===== config.mk =====
export PLATFORM = sky130hd
export DESIGN_NAME = param_shift_unit_flat
export DESIGN_NICKNAME = d
export VERILOG_FILES = /design/src/rtl/param_shift_unit_if.sv /design/src/rtl/param_shift_unit.sv /design/src/flat_wrapper.sv
export SDC_FILE = /design/constraint.sdc
export NUM_CORES = 1
export LEC_CHECK = 0
export CELL_PAD_IN_SITES_DETAIL_PLACEMENT = 1
export CELL_PAD_IN_SITES_GLOBAL_PLACEMENT = 1
export CORE_MARGIN = 5
export CORE_UTILIZATION = 33
export DETAILED_ROUTE_END_ITERATION = 10
export PLACE_DENSITY_LB_ADDON = 0.12
export SETUP_SLACK_MARGIN = 0.02
export SLEW_MARGIN = 0
export SYNTH_ARGS = -nofsm -noshare
export SYNTH_HDL_FRONTEND = slang
export SYNTH_SLANG_ARGS = --single-unit

===== constraint.sdc =====
create_clock -name clock -period 1.6 [get_ports clock]
set_input_delay 0.24 -clock clock [delete_from_list [all_inputs] [get_ports clock]]
set_output_delay 0.24 -clock clock [all_outputs]
set_load 0.01 [all_outputs]

===== src/rtl/param_shift_unit_if.sv =====
// Handshake and data bundle between a requester and the param_shift_unit.
// The master drives the request; the slave (the shifter) returns status and result.
interface param_shift_unit_if #(
    parameter int WIDTH = 8,
    parameter int AW    = $clog2(WIDTH) + 1
);
    logic             start;
    logic [1:0]       mode;
    logic [AW-1:0]    shift_amt;
    logic [WIDTH-1:0] data_in;
    logic             busy;
    logic             done;
    logic [WIDTH-1:0] data_out;
    logic             carry_out;

    modport master (
        output start, mode, shift_amt, data_in,
        input  busy, done, data_out, carry_out
    );

    modport slave (
        input  start, mode, shift_amt, data_in,
        output busy, done, data_out, carry_out
    );
endinterface


===== src/rtl/param_shift_unit.sv =====
// Serial shift/rotate unit: one bit position per clock, start/busy/done handshake.
// Supports LSL, LSR, ASR and ROR with a carry-out of the last bit moved out.
module param_shift_unit #(
    parameter int WIDTH = 8,
    parameter int AW    = $clog2(WIDTH) + 1
) (
    input logic               clock,
    input logic               reset,
    param_shift_unit_if.slave bus
);
    typedef enum logic [1:0] {ST_IDLE, ST_SHIFT, ST_DONE} state_e;
    typedef enum logic [1:0] {MODE_LSL = 2'b00, MODE_LSR = 2'b01,
                              MODE_ASR = 2'b10, MODE_ROR = 2'b11} mode_e;

    localparam logic [AW-1:0] MAX_AMT = AW'(WIDTH);

    state_e           state_q, state_d;
    mode_e            mode_q, mode_d;
    logic [WIDTH-1:0] work_q, work_d;
    logic [AW-1:0]    cnt_q, cnt_d;
    logic             wcarry_q, wcarry_d;
    logic [WIDTH-1:0] data_out_q, data_out_d;
    logic             carry_q, carry_d;

    logic [WIDTH-1:0] step_val;
    logic             step_carry;
    logic [AW-1:0]    amt_clamped;

    assign amt_clamped = (bus.shift_amt > MAX_AMT) ? MAX_AMT : bus.shift_amt;

    // One-position step of the working register in the latched mode.
    always_comb begin
        // NOTE: every combinational output gets a default first so no path can infer a latch.
        step_val   = work_q;
        step_carry = work_q[0];
        unique case (mode_q)
            MODE_LSL: begin
                step_val   = {work_q[WIDTH-2:0], 1'b0};
                step_carry = work_q[WIDTH-1];
            end
            MODE_LSR: step_val = {1'b0, work_q[WIDTH-1:1]};
            MODE_ASR: step_val = {work_q[WIDTH-1], work_q[WIDTH-1:1]};
            MODE_ROR: step_val = {work_q[0], work_q[WIDTH-1:1]};
            default:  step_val = work_q;
        endcase
    end

    always_comb begin
        state_d    = state_q;
        mode_d     = mode_q;
        work_d     = work_q;
        cnt_d      = cnt_q;
        wcarry_d   = wcarry_q;
        data_out_d = data_out_q;
        carry_d    = carry_q;

        unique case (state_q)
            ST_IDLE, ST_DONE: begin
                if (bus.start) begin
                    state_d  = ST_SHIFT;
                    mode_d   = mode_e'(bus.mode);
                    work_d   = bus.data_in;
                    cnt_d    = amt_clamped;
                    wcarry_d = 1'b0;
                end else begin
                    state_d = ST_IDLE;
                end
            end
            ST_SHIFT: begin
                if (cnt_q != '0) begin
                    work_d   = step_val;
                    wcarry_d = step_carry;
                    cnt_d    = cnt_q - AW'(1);
                end else begin
                    // Results are published only on completion; they hold otherwise.
                    data_out_d = work_q;
                    carry_d    = wcarry_q;
                    state_d    = ST_DONE;
                end
            end
            default: state_d = ST_IDLE;
        endcase
    end

    // NOTE: sequential state uses non-blocking assignments so every register samples pre-edge values.
    always_ff @(posedge clock) begin
        if (reset) begin
            state_q    <= ST_IDLE;
            mode_q     <= MODE_LSL;
            work_q     <= '0;
            cnt_q      <= '0;
            wcarry_q   <= 1'b0;
            data_out_q <= '0;
            carry_q    <= 1'b0;
        end else begin
            state_q    <= state_d;
            mode_q     <= mode_d;
            work_q     <= work_d;
            cnt_q      <= cnt_d;
            wcarry_q   <= wcarry_d;
            data_out_q <= data_out_d;
            carry_q    <= carry_d;
        end
    end

    assign bus.busy      = (state_q == ST_SHIFT);
    assign bus.done      = (state_q == ST_DONE);
    assign bus.data_out  = data_out_q;
    assign bus.carry_out = carry_q;
endmodule


===== src/flat_wrapper.sv =====
// flat-port wrapper written by rule: the top's interface ports become plain ports
module param_shift_unit_flat 
#(
    parameter int WIDTH = 8,
    parameter int AW    = $clog2(WIDTH) + 1
)
  (clock, reset, bus_start, bus_mode, bus_shift_amt, bus_data_in, bus_busy, bus_done, bus_data_out, bus_carry_out);
  param_shift_unit_if #(.WIDTH(WIDTH), .AW(AW)) bus_i ();
  input logic clock;
  input logic reset;
  input wire logic [$bits(bus_i.start)-1:0] bus_start;
  input wire logic [$bits(bus_i.mode)-1:0] bus_mode;
  input wire logic [$bits(bus_i.shift_amt)-1:0] bus_shift_amt;
  input wire logic [$bits(bus_i.data_in)-1:0] bus_data_in;
  output wire logic [$bits(bus_i.busy)-1:0] bus_busy;
  output wire logic [$bits(bus_i.done)-1:0] bus_done;
  output wire logic [$bits(bus_i.data_out)-1:0] bus_data_out;
  output wire logic [$bits(bus_i.carry_out)-1:0] bus_carry_out;
  assign bus_i.start = bus_start;
  assign bus_i.mode = bus_mode;
  assign bus_i.shift_amt = bus_shift_amt;
  assign bus_i.data_in = bus_data_in;
  assign bus_busy = bus_i.busy;
  assign bus_done = bus_i.done;
  assign bus_data_out = bus_i.data_out;
  assign bus_carry_out = bus_i.carry_out;
  param_shift_unit #(.WIDTH(WIDTH), .AW(AW)) u_core (.clock(clock), .reset(reset), .bus(bus_i));
endmodule

==> metrics.md <==
| Metric | Value |
|---|---|
| Max VDD drop | 0.479 mV |
| Setup CP Type | reg -> reg |
| Final nets | 211 |
| Initial drt markers | 47 |
| PD cells | 971 nW/um^2 |
| Tcrit/Tclk final | 104% |
| Cell area after synthesis | 1280 um^2 |
| Setup violations, final | 8 |
| RSZ-0062 raised after global routing | yes |
| Status | finished with violations |
| TritonCTS buffer count | 3 |
| Failing checks | negative setup slack |
| Die Ht | 72.3 um |
| Max cap viols | 0 |
| Yosys warns | 0 |
| Placed Instances | 229 |
| Switching share of total power | 28.7% |
| Slew @ Worst Pin | 0.345 ns |
| CP Max Fanout | 11 |
| Net Switching | 0.533 mW |
| Hold WC Path Type | reg -> reg |
| WP data arrival | 1.84 ns |
| Final hold vios | 0 |
| Internal cell power | 1.32 mW |
| DR vias | 1259 |
| #FFs+latches synth | 26 |
| Clk_lat worst skew | 0.27 ns |
| Placed Area | 1710 um^2 |
| DR vias/cell | 5.27 |
| Diode count | 0 |
| CTS sink cnt | 26 |
| CP Launch Type | flip-flop |
| CTS Buffer Depth | 2 |
| Synth Flop Type | dfxtp_1 |
| WL/cell | 16.3 um |
| Synth area leader | dfxtp_1 |
| Final slew viol count | 0 |
| Total GRT Usage | 15.9% |
| DIE WIDTH | 72.3 um |
| Clock network power share | 29.8% |
| Final HPWL from detailed placement | 2.79 mm |
| Non-Filler Instances | 239 |
| Most frequent cells in the layout | 26 x clkdlybuf4s50_1, 24 x dfxtp_1, 21 x buf_4 |
| Register share of total power | 40.3% |
| Fin Hold WS | 0.460 ns |
| Achievable frequency | 601 MHz |
| Rel. slew slack | 76.4% |
| Syn Inst Count | 144 |
| Number of global-route vias before repair | 1382 |
| Tmin final | 1.66 ns |
| Power Total | 1.86 mW |
| Crit path capture type | flip-flop |
| Port bufs | 27 |
| Mapped Nets | 163 |
| PnR worst setup slack | -0.0625 ns |
| Unique cell type count in the Yosys netlist | 34 |
| Synth top area cells | dfxtp_1 41%, mux2i_1 6.3%, a21oi_1 5.1% |
| Cts hold-fix bufs | 0 |
| Register area share after synthesis | 40.7% |
| Final Cell Area | 1910 um^2 |
| FFs w/ async S/R, synth | 0% |
| Number of synthesized flops with an enable pin | 0 |
| Core area | 3720 um^2 |
| TritonCTS clock tree | built |
| Proportion of netlist area held by the largest area contributor | 40.7% |
| Overflow after GRT | 0 |
| Multi-input gate area | 729 um^2 |
| DRC | 0 |
| CTS root buf | clkbuf_8 |
| Drt pass-1 iters | 3 |
| Maximum number of pins on one net before global-route repair | 24 |
| Antenna viol nets, final | 0 |
| Post-synthesis area per instance | 8.89 um^2 |
| Initial antenna violation count | 0 |
| Register area | 523 um^2 |
| Clock Skew | 0.00636 ns |
| Global-route wire length before repair | 6.60 mm |
| Commonest non-fill, non-tap cell in the layout | clkdlybuf4s50_1 |
| P_leak | 0.734 nW |
| Clock transition at path regs | 0.10 ns |
| Die area | 5220 um^2 |
| RD Place Congestion | 0.835 |
| Initial core utilization | 34.4% |
| Num ports | 28 |
| Syn-to-layout area delta | 49.5% |
| H-Tree Level Count | 1 |
| Row count | 22 |
| Drt total wl | 3.90 mm |
| Crit path required time | 1.77 ns |
| Share of layout cells above drive strength 1 | 29.8% |
| Finished Core Util | 51.5% |
| Gate power share | 29.9% |
| Fillers | 436 |
-- synth_stat cells, types with 3 or more instances --
master / count
a31o_2: 6
nor2_1: 16
nand2_1: 13
nor3b_1: 3
nor3_1: 3
clkbuf_1: 3
nand3_1: 11
dfxtp_1: 26
a2111oi_0: 7
o21ai_0: 3
a21oi_1: 13
inv_1: 3
buf_2: 3
mux2i_1: 8
-- power by group through the flow --
stage	Clock (mW)	Sequential, mW	Combinational [mW]
3_3_place_gp	0	0.757	0.450
4_1_cts	0.557	0.745	0.482
6_report	0.554	0.748	0.555
3_5_place_dp	0	0.760	0.470
2_1_floorplan	0	0.750	0.278
5_1_grt	0.587	0.756	0.612
-- what timing repair did --
| item | in CTS | in global routing |
|---|---|---|
| buffers inserted | 1 | 5 |
| setup endpoints to repair | 14 | 15 |
| pin swaps | 3 | 5 |
| gates resized for setup | 5 | 19 |
-- cell type report --
cell class                 instances  share of cell area (%)
clock buffer                       3                    2.16
clock inverter                     1                    1.57
inverter                           4                    1.05
multi-input combinational        104                    38.1
sequential                        26                    27.3
tap                               48                    3.14
timing repair buffer              53                    26.6
-- worst max-delay path: stages, from the launching register on --
cell and delay (ns):
dfxtp_2 0.34, inv_2 0.07, ha_4 0.13, or3b_4 0.40, a21oi_4 0.19, buf_12 0.15
a2111oi_2 0.05, a31o_2 0.22
-- per-layer routing --
| layer | vias up | global-route usage (%) | wire (um) |
|---|---|---|---|
| met5 | - | 0 | 0 |
| met4 | 0 | 3.55 | 19 |
| met3 | 2 | 3.05 | 115 |
| met2 | 14 | 28.6 | 2100 |
| met1 | 628 | 19.4 | 1660 |
| li1 | 615 | - | - |
-- sequential cells by signal, summed over array words and instances (netlist names) --
name / count
u_core.bus.carry_out: 1
u_core.bus.data_out: 8
u_core.work_q: 8
u_core.cnt_q: 4
u_core.mode_q: 2
u_core.state_q: 2
u_core.wcarry_q: 1
-- per-stage QoR --
step	TNS (ns)	setup slack, ns
floorplan	0	0.0329
global placement	-0.669	-0.101
detailed placement	-1.27	-0.283
CTS	-0.569	-0.0892
global route	-1.03	-0.119
finish	-0.424	-0.0625
-- path summary, 6_finish.rpt --
| check | from | end | slack, ns | cells past startpoint |
|---|---|---|---|---|
| worst max-delay path | u_core.cnt_q[0]$_SDFFE_PP0P_ | u_core.work_q[2]$_SDFFE_PP0P_ | -0.06 | 7 |
| worst min-delay path | u_core.bus.carry_out$_SDFFE_PP0P_ | u_core.bus.carry_out$_SDFFE_PP0P_ | 0.46 | 2 |
| worst max register to register | u_core.cnt_q[0]$_SDFFE_PP0P_ | u_core.work_q[2]$_SDFFE_PP0P_ | -0.06 | 7 |
| worst min register to register | u_core.bus.carry_out$_SDFFE_PP0P_ | u_core.bus.carry_out$_SDFFE_PP0P_ | 0.46 | 2 |
-- kinds of logic (layout without fill, tap and decap cells) --
family | after synthesis | count (layout) | share of synthesized area [%]
buffers and inverters | 14 | 61 | 6.94
AND/OR/NAND/NOR | 56 | 56 | 22.2
adder cells (fa/ha/maj) | 2 | 2 | 1.95
flip-flops | 26 | 26 | 40.7
AO/OA/AOI/OAI | 37 | 37 | 21.1
multiplexers | 9 | 9 | 7.14
(Power assumes the default switching activity.)
